<file path="config.mk">
export PLATFORM = sky130hd
export DESIGN_NAME = seven_seg_scan_driver_flat
export DESIGN_NICKNAME = d
export VERILOG_FILES = /design/src/rtl/seven_seg_scan_driver_if.sv /design/src/rtl/seven_seg_scan_driver.sv /design/src/flat_wrapper.sv
export SDC_FILE = /design/constraint.sdc
export NUM_CORES = 1
export LEC_CHECK = 0
export BUFFER_PORTS_ARGS = -buffer_cell sky130_fd_sc_hd__buf_2
export CAP_MARGIN = 10
export CORE_ASPECT_RATIO = 0.5
export CORE_MARGIN = 4
export CORE_UTILIZATION = 45
export CTS_CLUSTER_SIZE = 24
export DETAILED_ROUTE_END_ITERATION = 10
export PLACE_DENSITY = 0.68
export SKIP_LAST_GASP = 1
export SYNTH_ARGS = -nofsm -noshare
export SYNTH_HDL_FRONTEND = slang
export SYNTH_SLANG_ARGS = --single-unit
</file>
<file path="constraint.sdc">
create_clock -name clk -period 2.1 [get_ports clk]
set_input_delay 0 -clock clk [delete_from_list [all_inputs] [get_ports clk]]
set_output_delay 0 -clock clk [all_outputs]
set_load 0.1 [all_outputs]
</file>
<file path="src/rtl/seven_seg_scan_driver_if.sv">
// Display-side bundle for the seven-segment scan driver: datapath inputs and pin outputs.
// The driver attaches through the slave modport; the producer of digit data uses master.
interface seven_seg_scan_driver_if #(
   parameter int NUM_DIGITS = 4
);
   logic                      en;
   logic                      load;
   logic [4*NUM_DIGITS-1:0]   bcd_in;
   logic [NUM_DIGITS-1:0]     dp_in;
   logic                      lz_sup;
   logic [6:0]                seg;
   logic                      dp;
   logic [NUM_DIGITS-1:0]     an;
   logic                      frame_start;

   modport master (
      output en, load, bcd_in, dp_in, lz_sup,
      input  seg, dp, an, frame_start
   );

   modport slave (
      input  en, load, bcd_in, dp_in, lz_sup,
      output seg, dp, an, frame_start
   );
endinterface

</file>
<file path="src/rtl/seven_seg_scan_driver.sv">
// Multiplexed common-anode seven-segment driver: shadow-buffered digits, per-slot blanking,
// leading-zero suppression and decimal points; all outputs are registered.
module seven_seg_scan_driver #(
   parameter int NUM_DIGITS   = 4,
   parameter int REFRESH_DIV  = 50000,
   parameter int BLANK_CYCLES = 2,
   parameter int HEX_EN       = 0
) (
   input logic                   clk,
   input logic                   rst,
   seven_seg_scan_driver_if.slave bus
);
   localparam int PW = $clog2(REFRESH_DIV);
   localparam int IW = (NUM_DIGITS > 1) ? $clog2(NUM_DIGITS) : 1;

   logic [PW-1:0]             presc_q, presc_d;
   logic [IW-1:0]             idx_q, idx_d;
   logic [4*NUM_DIGITS-1:0]   shadow_q, shadow_d;
   logic [NUM_DIGITS-1:0]     sdp_q, sdp_d;
   logic [6:0]                seg_q, seg_d;
   logic                      dp_q, dp_d;
   logic [NUM_DIGITS-1:0]     an_q, an_d;
   logic                      fs_q, fs_d;

   logic                      presc_wrap;
   logic                      active;
   logic                      zero_above;
   logic                      suppress;
   logic [3:0]                cur_digit;
   logic                      cur_dp;

   function automatic logic [6:0] decode(input logic [3:0] code);
      logic [6:0] s;
      case (code)
         4'h0:    s = 7'b0000001;
         4'h1:    s = 7'b1001111;
         4'h2:    s = 7'b0010010;
         4'h3:    s = 7'b0000110;
         4'h4:    s = 7'b1001100;
         4'h5:    s = 7'b0100100;
         4'h6:    s = 7'b0100000;
         4'h7:    s = 7'b0001111;
         4'h8:    s = 7'b0000000;
         4'h9:    s = 7'b0000100;
         4'hA:    s = (HEX_EN != 0) ? 7'b0001000 : 7'b1111111;
         4'hB:    s = (HEX_EN != 0) ? 7'b1100000 : 7'b1111111;
         4'hC:    s = (HEX_EN != 0) ? 7'b0110001 : 7'b1111111;
         4'hD:    s = (HEX_EN != 0) ? 7'b1000010 : 7'b1111111;
         4'hE:    s = (HEX_EN != 0) ? 7'b0110000 : 7'b1111111;
         4'hF:    s = (HEX_EN != 0) ? 7'b0111000 : 7'b1111111;
         default: s = 7'b1111111;
      endcase
      return s;
   endfunction

   assign presc_wrap = (presc_q == PW'(REFRESH_DIV - 1));
   assign active     = bus.en && !(presc_q < PW'(BLANK_CYCLES));

   always_comb begin
      presc_d = presc_q;
      idx_d   = idx_q;
      if (bus.en) begin
         presc_d = presc_wrap ? '0 : presc_q + 1'b1;
         if (presc_wrap)
            idx_d = (idx_q == IW'(NUM_DIGITS - 1)) ? '0 : idx_q + 1'b1;
      end
   end

   assign shadow_d = bus.load ? bus.bcd_in : shadow_q;
   assign sdp_d    = bus.load ? bus.dp_in  : sdp_q;

   // Walk digits from the most significant down so zero_above covers digit k and everything above it.
   always_comb begin
      zero_above = 1'b1;
      suppress   = 1'b0;
      cur_digit  = 4'h0;
      cur_dp     = 1'b0;
      for (int k = NUM_DIGITS - 1; k >= 0; k--) begin
         zero_above = zero_above & (shadow_q[4*k +: 4] == 4'h0);
         if (idx_q == IW'(k)) begin
            cur_digit = shadow_q[4*k +: 4];
            cur_dp    = sdp_q[k];
            suppress  = bus.lz_sup && (k != 0) && zero_above;
         end
      end
   end

   always_comb begin
      seg_d = 7'b1111111;
      dp_d  = 1'b1;
      an_d  = '1;
      if (active) begin
         seg_d = suppress ? 7'b1111111 : decode(cur_digit);
         dp_d  = ~cur_dp;
         for (int k = 0; k < NUM_DIGITS; k++)
            an_d[k] = (idx_q != IW'(k));
      end
   end

   assign fs_d = bus.en && (presc_q == '0) && (idx_q == '0);

   always_ff @(posedge clk) begin
      if (rst) begin
         presc_q  <= '0;
         idx_q    <= '0;
         shadow_q <= '0;
         sdp_q    <= '0;
         seg_q    <= 7'b1111111;
         dp_q     <= 1'b1;
         an_q     <= '1;
         fs_q     <= 1'b0;
      end else begin
         presc_q  <= presc_d;
         idx_q    <= idx_d;
         shadow_q <= shadow_d;
         sdp_q    <= sdp_d;
         seg_q    <= seg_d;
         dp_q     <= dp_d;
         an_q     <= an_d;
         fs_q     <= fs_d;
      end
   end

   assign bus.seg         = seg_q;
   assign bus.dp          = dp_q;
   assign bus.an          = an_q;
   assign bus.frame_start = fs_q;
endmodule
</file>
<file path="src/flat_wrapper.sv">
// flat-port wrapper written by rule: the top's interface ports become plain ports
module seven_seg_scan_driver_flat 
#(
   parameter int NUM_DIGITS   = 4,
   parameter int REFRESH_DIV  = 50000,
   parameter int BLANK_CYCLES = 2,
   parameter int HEX_EN       = 0
)
  (clk, rst, bus_en, bus_load, bus_bcd_in, bus_dp_in, bus_lz_sup, bus_seg, bus_dp, bus_an, bus_frame_start);
  seven_seg_scan_driver_if #(.NUM_DIGITS(NUM_DIGITS)) bus_i ();
  input logic clk;
  input logic rst;
  input wire logic [$bits(bus_i.en)-1:0] bus_en;
  input wire logic [$bits(bus_i.load)-1:0] bus_load;
  input wire logic [$bits(bus_i.bcd_in)-1:0] bus_bcd_in;
  input wire logic [$bits(bus_i.dp_in)-1:0] bus_dp_in;
  input wire logic [$bits(bus_i.lz_sup)-1:0] bus_lz_sup;
  output wire logic [$bits(bus_i.seg)-1:0] bus_seg;
  output wire logic [$bits(bus_i.dp)-1:0] bus_dp;
  output wire logic [$bits(bus_i.an)-1:0] bus_an;
  output wire logic [$bits(bus_i.frame_start)-1:0] bus_frame_start;
  assign bus_i.en = bus_en;
  assign bus_i.load = bus_load;
  assign bus_i.bcd_in = bus_bcd_in;
  assign bus_i.dp_in = bus_dp_in;
  assign bus_i.lz_sup = bus_lz_sup;
  assign bus_seg = bus_i.seg;
  assign bus_dp = bus_i.dp;
  assign bus_an = bus_i.an;
  assign bus_frame_start = bus_i.frame_start;
  seven_seg_scan_driver #(.NUM_DIGITS(NUM_DIGITS), .REFRESH_DIV(REFRESH_DIV), .BLANK_CYCLES(BLANK_CYCLES), .HEX_EN(HEX_EN)) u_core (.clk(clk), .rst(rst), .bus(bus_i));
endmodule
</file>
==> summary.md, run 1 <==
| Metric | Value |
|---|---|
| Setup violators final | 0 |
| Primary flip-flop cell chosen by synthesis mapping | sky130_fd_sc_hd__dfxtp_1 |
| Largest driver fanout on the critical path | 8 |
| Leakage power | 1.27 nW |
| Fmax | 500 MHz |
| TritonCTS Buffers | 5 |
| Setup TNS after final layout | 0 ps |
| Register cell area after layout | 0.00102 mm2 |
| Ranking of synthesized cells by instance count | 51 x sky130_fd_sc_hd__dfxtp_1, 45 x sky130_fd_sc_hd__nor2_1, 26 x sky130_fd_sc_hd__mux2i_1 |
| Initial antenna violation count | 0 |
| Share of flip-flops with an asynchronous set or reset | 0 |
| Area of the mapped netlist | 0.00240 mm2 |
| Post-route DRC violation count | 0 |
| Startpoint of the worst hold path | bus_en |
| Largest cells by area after synthesis | sky130_fd_sc_hd__dfxtp_1 43%, sky130_fd_sc_hd__mux2i_1 11%, sky130_fd_sc_hd__nor2_1 7.0% |
| Starting utilization of the core area | 0.476 |
| Post-synth EDFFs | 0 |
| Unique masters post-synth | 46 |
| Final worst path period need | 2000 ps |
| Post-synthesis cell count | 255 |
| Hold path depth | 3 |
| Total routed wirelength | 5420 um |
| Clock-pin slew of the registers on the worst-case setup and hold paths | 90 ps |
| Pin count of the biggest net entering global routing | 25 |
| Sequential element share of the synthesized area | 0.425 |
| Final weighted congestion of routability-driven global placement | 0.845 |
| Total nets after synthesis | 292 |
| Final Cycle Share | 0.952 |
| Start point of the critical path | u_core.idx_q[0] |
| YS warnings | 0 |
| Count of max-cap constraint violations | 0 |
| Clock buffer depth | 2 |
| Synth top area share | 0.425 |
| Via density per instance | 5.03 |
| Detail Route Antenna Nets | 0 |
| Die extent in x | 111 um |
| Count of final max-slew check failures | 0 |
| Placement row count | 18 |
| CTS tree | built |
| CTS sink count | 51 |
| Type of the tightest min-delay check | in2reg |
| Required time of the worst setup path | 2280 ps |
| Per-instance average area after synthesis | 9.42 um2 |
| Worst Max-Slew Pin Slew | 605 ps |
| Count of buffers inserted at the top-level ports | 37 |
| Reg-to-Reg Start | u_core.idx_q[0] |
| Total I/O pin count | 38 |
| Count of inserted antenna diode cells | 0 |
| Area Overhead vs Synth | 27.8% |
| Share of cells above drive strength 1 | 0.236 |
| Average detailed-routed wire length per instance | 13.8 um |
| Post-synthesis cell type with the largest combined area | sky130_fd_sc_hd__dfxtp_1 |
| Result of the run | finished, final reports clean |
| Total number of vias | 1971 |
| Worst ir drop on vdd | 303 uV |
| Worst Reg-to-Reg Cells | 8 |
| Core area | 0.00504 mm2 |
| Overall power | 0.00195 W |
| Setup clock skew after layout | 5.23 ps |
| Data arrival at the endpoint of the critical path | 2180 ps |
| First-pass DRT Iterations | 4 |
| Number of hold-slack violations in the final timing report | 0 |
| Relative slew slack | 0.597 |
| Number of filler instances in the final layout | 408 |
| Register bit count reported by yosys | 51 |
| Congestion Overflow GR | 0 |
| Top-count cell post-synth | sky130_fd_sc_hd__dfxtp_1 |
| Capturing element type of the critical path | flop |
| Category of the critical setup timing path | reg2reg |
| Area of the multi-input gates | 0.00132 mm2 |
| GRT Overall Usage | 0.165 |
| Count of nets after finishing | 358 |
| Clock insertion delay at the later pin of the skew report | 300 ps |
| Die area | 0.00664 mm2 |
| Cell at the root of the clock tree | sky130_fd_sc_hd__clkbuf_8 |
| Detailed placer's ending HPWL | 3520 um |
| H-tree level count | 2 |
| Overall die height | 59.7 um |
| Startpoint type of the worst setup path | flop |
| Iteration-0 DRC Markers | 71 |
| PD cells | 637 mW/mm2 |
| Via count of the first global-routing pass | 1985 |
| Global-route wire length before repair | 8850 um |
-- layer usage --
layer,track usage,wire (um)
met5,0,0
met4,0.0468,54
met3,0.0404,165
met2,0.314,2680
met1,0.191,2530
-- worst max-delay path: stages, from the launching register on --
cell and delay, ps:
sky130_fd_sc_hd__dfxtp_4 370, sky130_fd_sc_hd__inv_1 70, sky130_fd_sc_hd__ha_2 230, sky130_fd_sc_hd__buf_6 150, sky130_fd_sc_hd__nand3b_1 260, sky130_fd_sc_hd__a221oi_4 450
sky130_fd_sc_hd__nand2b_1 130, sky130_fd_sc_hd__a21oi_1 150, sky130_fd_sc_hd__o21ai_0 80
-- placed cells by master (no fill, tap or decap), types with 4 or more instances in the layout --
| cell | count |
|---|---|
| sky130_fd_sc_hd__xor2_1 | 7 |
| sky130_fd_sc_hd__nor2_1 | 45 |
| sky130_fd_sc_hd__ha_1 | 9 |
| sky130_fd_sc_hd__dfxtp_1 | 50 |
| sky130_fd_sc_hd__nand4_1 | 6 |
| sky130_fd_sc_hd__buf_4 | 10 |
| sky130_fd_sc_hd__buf_2 | 37 |
| sky130_fd_sc_hd__nand2_1 | 14 |
| sky130_fd_sc_hd__xnor2_1 | 8 |
| sky130_fd_sc_hd__o21ai_0 | 4 |
| sky130_fd_sc_hd__a21oi_1 | 7 |
| sky130_fd_sc_hd__nor3_1 | 6 |
| sky130_fd_sc_hd__nand3b_1 | 4 |
| sky130_fd_sc_hd__dlygate4sd3_1 | 20 |
| sky130_fd_sc_hd__clkbuf_8 | 6 |
| sky130_fd_sc_hd__mux2i_1 | 26 |
| sky130_fd_sc_hd__inv_1 | 13 |
-- cell type report --
| cell class | count | share of cell area |
|---|---|---|
| inverters | 13 | 0.0159 |
| multi-input cells | 182 | 0.430 |
| clock inverters | 2 | 0.0114 |
| flip-flops and latches | 51 | 0.334 |
| well taps | 70 | 0.0285 |
| repair buffers | 68 | 0.154 |
| clock buffers | 6 | 0.0269 |
-- state kept, by name (all words and copies together), names as in the netlist --
name                    flops
u_core.sdp_q                4
u_core.shadow_q            16
u_core.bus.frame_start      1
u_core.idx_q                2
u_core.bus.dp               1
u_core.bus.an               4
u_core.bus.seg              7
u_core.presc_q             16
-- stage by stage --
stage	setup slack, ps	std cells	hold WS (ps)	instance area [um2]	util
final	100	392	55.1	3070	0.608
after global routing	-37.3	392	95.7	3070	0.608
after global placement	108	361	234	2680	0.531
after detailed placement	-2.48	361	249	2680	0.531
after floorplan	56.9	255	72.4	2400	-
after CTS	6.61	390	48.1	3000	0.595
-- where the power goes --
part	switching, W	internal [W]	total (W)
Combinational	0.000129	0.000101	0.000231
Clock	0.000315	0.000386	0.000700
Sequential	0.0000250	0.000998	0.00102
Total	0.000469	0.00148	0.00195
-- what timing repair did --
action                                  in CTS  in global routing
gates resized for setup                      0                 11
setup buffers                                1                  1
hold endpoints to repair                    20                  0
endpoints found under the setup margin       1                  7
pin swaps                                    1                  2
gates cloned                                 0                  1
hold buffers                                20                  0
-- logic make-up after synthesis --
family | Yosys count | share of synthesized area
AOI/OAI and AO/OA | 27 | 0.0839
xor gates and xnor gates | 15 | 0.0547
adders and majority gates | 12 | 0.0625
buffers and inverters | 23 | 0.0464
DFF | 51 | 0.425
muxes | 26 | 0.108
and+or+nand+nor | 101 | 0.219
-- path summary, 6_finish.rpt --
path	to	slack [ps]
setup / recovery	u_core.bus.seg[1]	100
hold / removal	u_core.presc_q[1]	60
setup reg to reg	u_core.bus.seg[1]	100
hold reg to reg	u_core.sdp_q[2]	510
No activity file was read; power rests on OpenSTA's default activity.
==> run 2: changes to the inputs <==
--- a/config.mk
+++ b/config.mk
@@ -5,6 +5,7 @@
 export SDC_FILE = /design/constraint.sdc
 export NUM_CORES = 1
 export LEC_CHECK = 0
+export ABC_AREA = 1
 export BUFFER_PORTS_ARGS = -buffer_cell sky130_fd_sc_hd__buf_2
 export CAP_MARGIN = 10
 export CORE_ASPECT_RATIO = 0.5
==> constraint.sdc (replaced) <==
create_clock -name clk -period 1.7 [get_ports clk]
set_input_delay 0 -clock clk [delete_from_list [all_inputs] [get_ports clk]]
set_output_delay 0 -clock clk [all_outputs]
set_load 0.1 [all_outputs]
==> run 2 against run 1 <==
  * Power up 35%
  * Maximum frequency rose by 22%
  * Synthesized cell count is 44% higher
  * Flip-flop and latch count did not move
  * Critical path depth increased by 4
  * Routed wire length grew 18%
  * Sequential share of layout area is 2.7 points lower
  * Combinational power is 37% higher
  * Clock skew fell by 1.9 ps
  * Utilization rose by 3.9 points
==> summary.md, run 2 <==
| Metric | Value |
|---|---|
| Result of the run | finished, final reports clean |
| Top library cells by usage in the layout, fill and taps aside | 77 x sky130_fd_sc_hd__nand2_1, 68 x sky130_fd_sc_hd__nor2_1, 49 x sky130_fd_sc_hd__dfxtp_1, 37 x sky130_fd_sc_hd__buf_2, 32 x sky130_fd_sc_hd__inv_1 |
| Count of inserted antenna diode cells | 0 |
| Clock buffer depth | 2 |
| Worst Max-Slew Pin Slew | 812 ps |
| Fmax | 612 MHz |
| Post-synthesis cell type with the largest combined area | sky130_fd_sc_hd__dfxtp_1 |
| Data arrival at the endpoint of the critical path | 1820 ps |
| Hold path depth | 3 |
| Number of hold-slack violations in the final timing report | 0 |
| Worst ir drop on vdd | 815 uV |
| Worst reg2reg endpoint | u_core.bus.seg[1] |
| Final weighted congestion of routability-driven global placement | 0.875 |
| Internal power component | 0.00198 W |
| Area of the mapped netlist | 0.00253 mm2 |
| Relative contribution of the clock network to total power | 0.400 |
| Total routed wirelength | 6420 um |
| Final Cycle Share | 0.961 |
| Final standard cell utilization of the core | 0.647 |
| Count of nets after finishing | 474 |
| Relative slew slack | 0.458 |
| Primary flip-flop cell chosen by synthesis mapping | sky130_fd_sc_hd__dfxtp_1 |
| Category of the critical setup timing path | reg2reg |
| Worst Reg-to-Reg Cells | 12 |
| Hold worst-path end | u_core.shadow_q[8] |
| Detailed placer's ending HPWL | 4390 um |
| Final worst path period need | 1630 ps |
| Unique masters post-synth | 25 |
| Total nets after synthesis | 404 |
| Area Overhead vs Synth | 32.4% |
| Most frequent standard cell in the layout excluding fill and tap cells | sky130_fd_sc_hd__nand2_1 |
| Overall die height | 61.0 um |
| Via density per instance | 4.95 |
| Switching part of the total power | 0.246 |
| Clock insertion delay at the later pin of the skew report | 290 ps |
| Gate power share | 0.121 |
| CTS tree | built |
| Leakage power | 1.46 nW |
| GRT Overall Usage | 0.192 |
| Per-instance average area after synthesis | 6.90 um2 |
| Die area | 0.00696 mm2 |
| Ranking of synthesized cells by instance count | 83 x sky130_fd_sc_hd__nand2_1, 68 x sky130_fd_sc_hd__nor2_1, 51 x sky130_fd_sc_hd__dfxtp_1 |
| Share of cells above drive strength 1 | 0.231 |
| Via count of the first global-routing pass | 2482 |
| Required time of the worst setup path | 1890 ps |
| Setup clock skew after layout | 3.31 ps |
| Iteration-0 DRC Markers | 94 |
| Count of max-cap constraint violations | 0 |
| CTS sink count | 51 |
| Area of the multi-input gates | 0.00142 mm2 |
| Global-route wire length before repair | 10600 um |
| YS warnings | 0 |
| Register bit count reported by yosys | 51 |
| Switching Power | 0.000647 W |
| Count of final max-slew check failures | 0 |
| Capturing element type of the critical path | flop |
| Pin count of the biggest net entering global routing | 30 |
| Register cell area after layout | 0.00103 mm2 |
| Type of the tightest min-delay check | in2reg |
| Die extent in x | 114 um |
| Post-route DRC violation count | 0 |
| Top-count cell post-synth | sky130_fd_sc_hd__nand2_1 |
| Congestion Overflow GR | 0 |
| H-tree level count | 2 |
| Core area | 0.00518 mm2 |
| Clock-pin slew of the registers on the worst-case setup and hold paths | 60 ps |
| Startpoint type of the worst setup path | flop |
| Post-synth EDFFs | 0 |
| Initial antenna violation count | 0 |
| First-pass DRT Iterations | 4 |
| Setup violators final | 0 |
| Share of flip-flops with an asynchronous set or reset | 0 |
| Detail Route Antenna Nets | 0 |
| Final setup slack of the worst path | 66.1 ps |
| Largest cells by area after synthesis | sky130_fd_sc_hd__dfxtp_1 40%, sky130_fd_sc_hd__nand2_1 12%, sky130_fd_sc_hd__nor2_1 10% |
| PD cells | 785 mW/mm2 |
| Slack of the worst reg-to-reg path | 70 ps |
| Startpoint of the worst hold path | bus_bcd_in[8] |
| Sequential share of power | 0.480 |
| TritonCTS Buffers | 5 |
| Starting utilization of the core area | 0.489 |
| Total I/O pin count | 38 |
| Cell at the root of the clock tree | sky130_fd_sc_hd__clkbuf_16 |
| Placement row count | 18 |
| Sequential element share of the synthesized area | 0.403 |
| Synth top area share | 0.403 |
| Pre-CTS worst setup slack | -87.5 ps |
| Number of filler instances in the final layout | 458 |
| Average detailed-routed wire length per instance | 12.6 um |
| Overall power | 0.00263 W |
| Total number of vias | 2516 |
| Largest driver fanout on the critical path | 7 |
| Count of buffers inserted at the top-level ports | 37 |
| Reg-to-Reg Start | u_core.idx_q[0] |
| Post-synthesis cell count | 367 |
## run 2: cell types whose count changed in the layout (fill, tap and decap cells not counted), moves of 8 or more
| cell | delta |
|---|---|
| sky130_fd_sc_hd__xnor2_1 | -8 |
| sky130_fd_sc_hd__nor2_1 | +23 |
| sky130_fd_sc_hd__a21oi_1 | +15 |
| sky130_fd_sc_hd__mux2i_1 | -26 |
| sky130_fd_sc_hd__o21ai_0 | +24 |
| sky130_fd_sc_hd__nand2_1 | +63 |
| sky130_fd_sc_hd__nand3_1 | +18 |
| sky130_fd_sc_hd__inv_1 | +19 |
## run 2: worst max path at each step
stage / start / endpoint / slack, ps / cells past startpoint
6_report: u_core.idx_q[0] / u_core.bus.seg[1] / 70 / 12
5_1_grt: u_core.idx_q[0] / u_core.bus.seg[3] / -20 / 11
4_1_cts: u_core.idx_q[0] / u_core.bus.seg[0] / 10 / 12
3_5_place_dp: u_core.idx_q[0] / u_core.bus.seg[0] / -90 / 10
3_3_place_gp: u_core.idx_q[0] / u_core.bus.seg[1] / 9 / 10
2_1_floorplan: u_core.idx_q[0] / u_core.bus.seg[0] / 20 / 11
## run 2: metal layers
| layer | vias up | track usage | routed length, um | part of all wire |
|---|---|---|---|---|
| met4 | 0 | 0.0694 | 121 | 0.019 |
| li1 | 1315 | - | - | - |
| met3 | 14 | 0.0540 | 355 | 0.055 |
| met1 | 1129 | 0.216 | 2860 | 0.45 |
| met5 | - | 0 | 0 | 0 |
| met2 | 58 | 0.360 | 3080 | 0.48 |
## run 2: power groups by stage
stage	registers, W	logic [W]	clock network (W)
global placement	0.00129	0.000268	0
global route	0.00127	0.000353	0.00111
CTS	0.00126	0.000307	0.00107
finish	0.00126	0.000317	0.00105
detailed placement	0.00129	0.000276	0
floorplan	0.00134	0.000137	0
## run 2: cells by family after synthesis
kind of cell             after synthesis  synth area share
AND/OR/NAND/NOR                      199             0.346
adder cells (fa/ha/maj)               12            0.0593
buffers and inverters                 50            0.0771
flip-flops                            51             0.403
AO/OA/AOI/OAI                         54             0.111
XOR/XNOR                               1           0.00346
## run 2: repair_timing
action                                 in CTS  in global routing
gates resized for setup                    15                 20
setup endpoints to repair                   7                  7
buffers inserted                            1                  4
pin swaps                                   2                 10
endpoints found under the hold margin      16                  0
hold buffers                               16                  0
## run 2: cell type report
cell class	instances	area share
multi-input cells	266	0.424
flip-flops and latches	51	0.307
repair buffers	71	0.146
inverters	42	0.0508
clock buffers	8	0.0467
well taps	70	0.0261
## run 2: through the flow
step | hold WS, ps | instance area, um2 | setup TNS [ps] | std cells
3_5_place_dp | 231 | 2870 | -325 | 479
3_3_place_gp | 222 | 2870 | 0 | 479
6_report | 7.62 | 3350 | 0 | 508
5_1_grt | 33.0 | 3350 | -133 | 508
4_1_cts | 0.453 | 3240 | 0 | 504
2_1_floorplan | 69.1 | 2540 | 0 | 367
## run 2: critical path: stages (launching register included)
cell and delay (ps):
sky130_fd_sc_hd__dfxtp_4 400, sky130_fd_sc_hd__inv_4 60, sky130_fd_sc_hd__ha_4 180, sky130_fd_sc_hd__inv_6 80, sky130_fd_sc_hd__nand2_2 60, sky130_fd_sc_hd__nand3_2 70
sky130_fd_sc_hd__nand2_2 70, sky130_fd_sc_hd__nand2_4 100, sky130_fd_sc_hd__inv_4 50, sky130_fd_sc_hd__ha_4 140, sky130_fd_sc_hd__nand3b_1 170, sky130_fd_sc_hd__nand3_1 100
sky130_fd_sc_hd__nand2_1 50
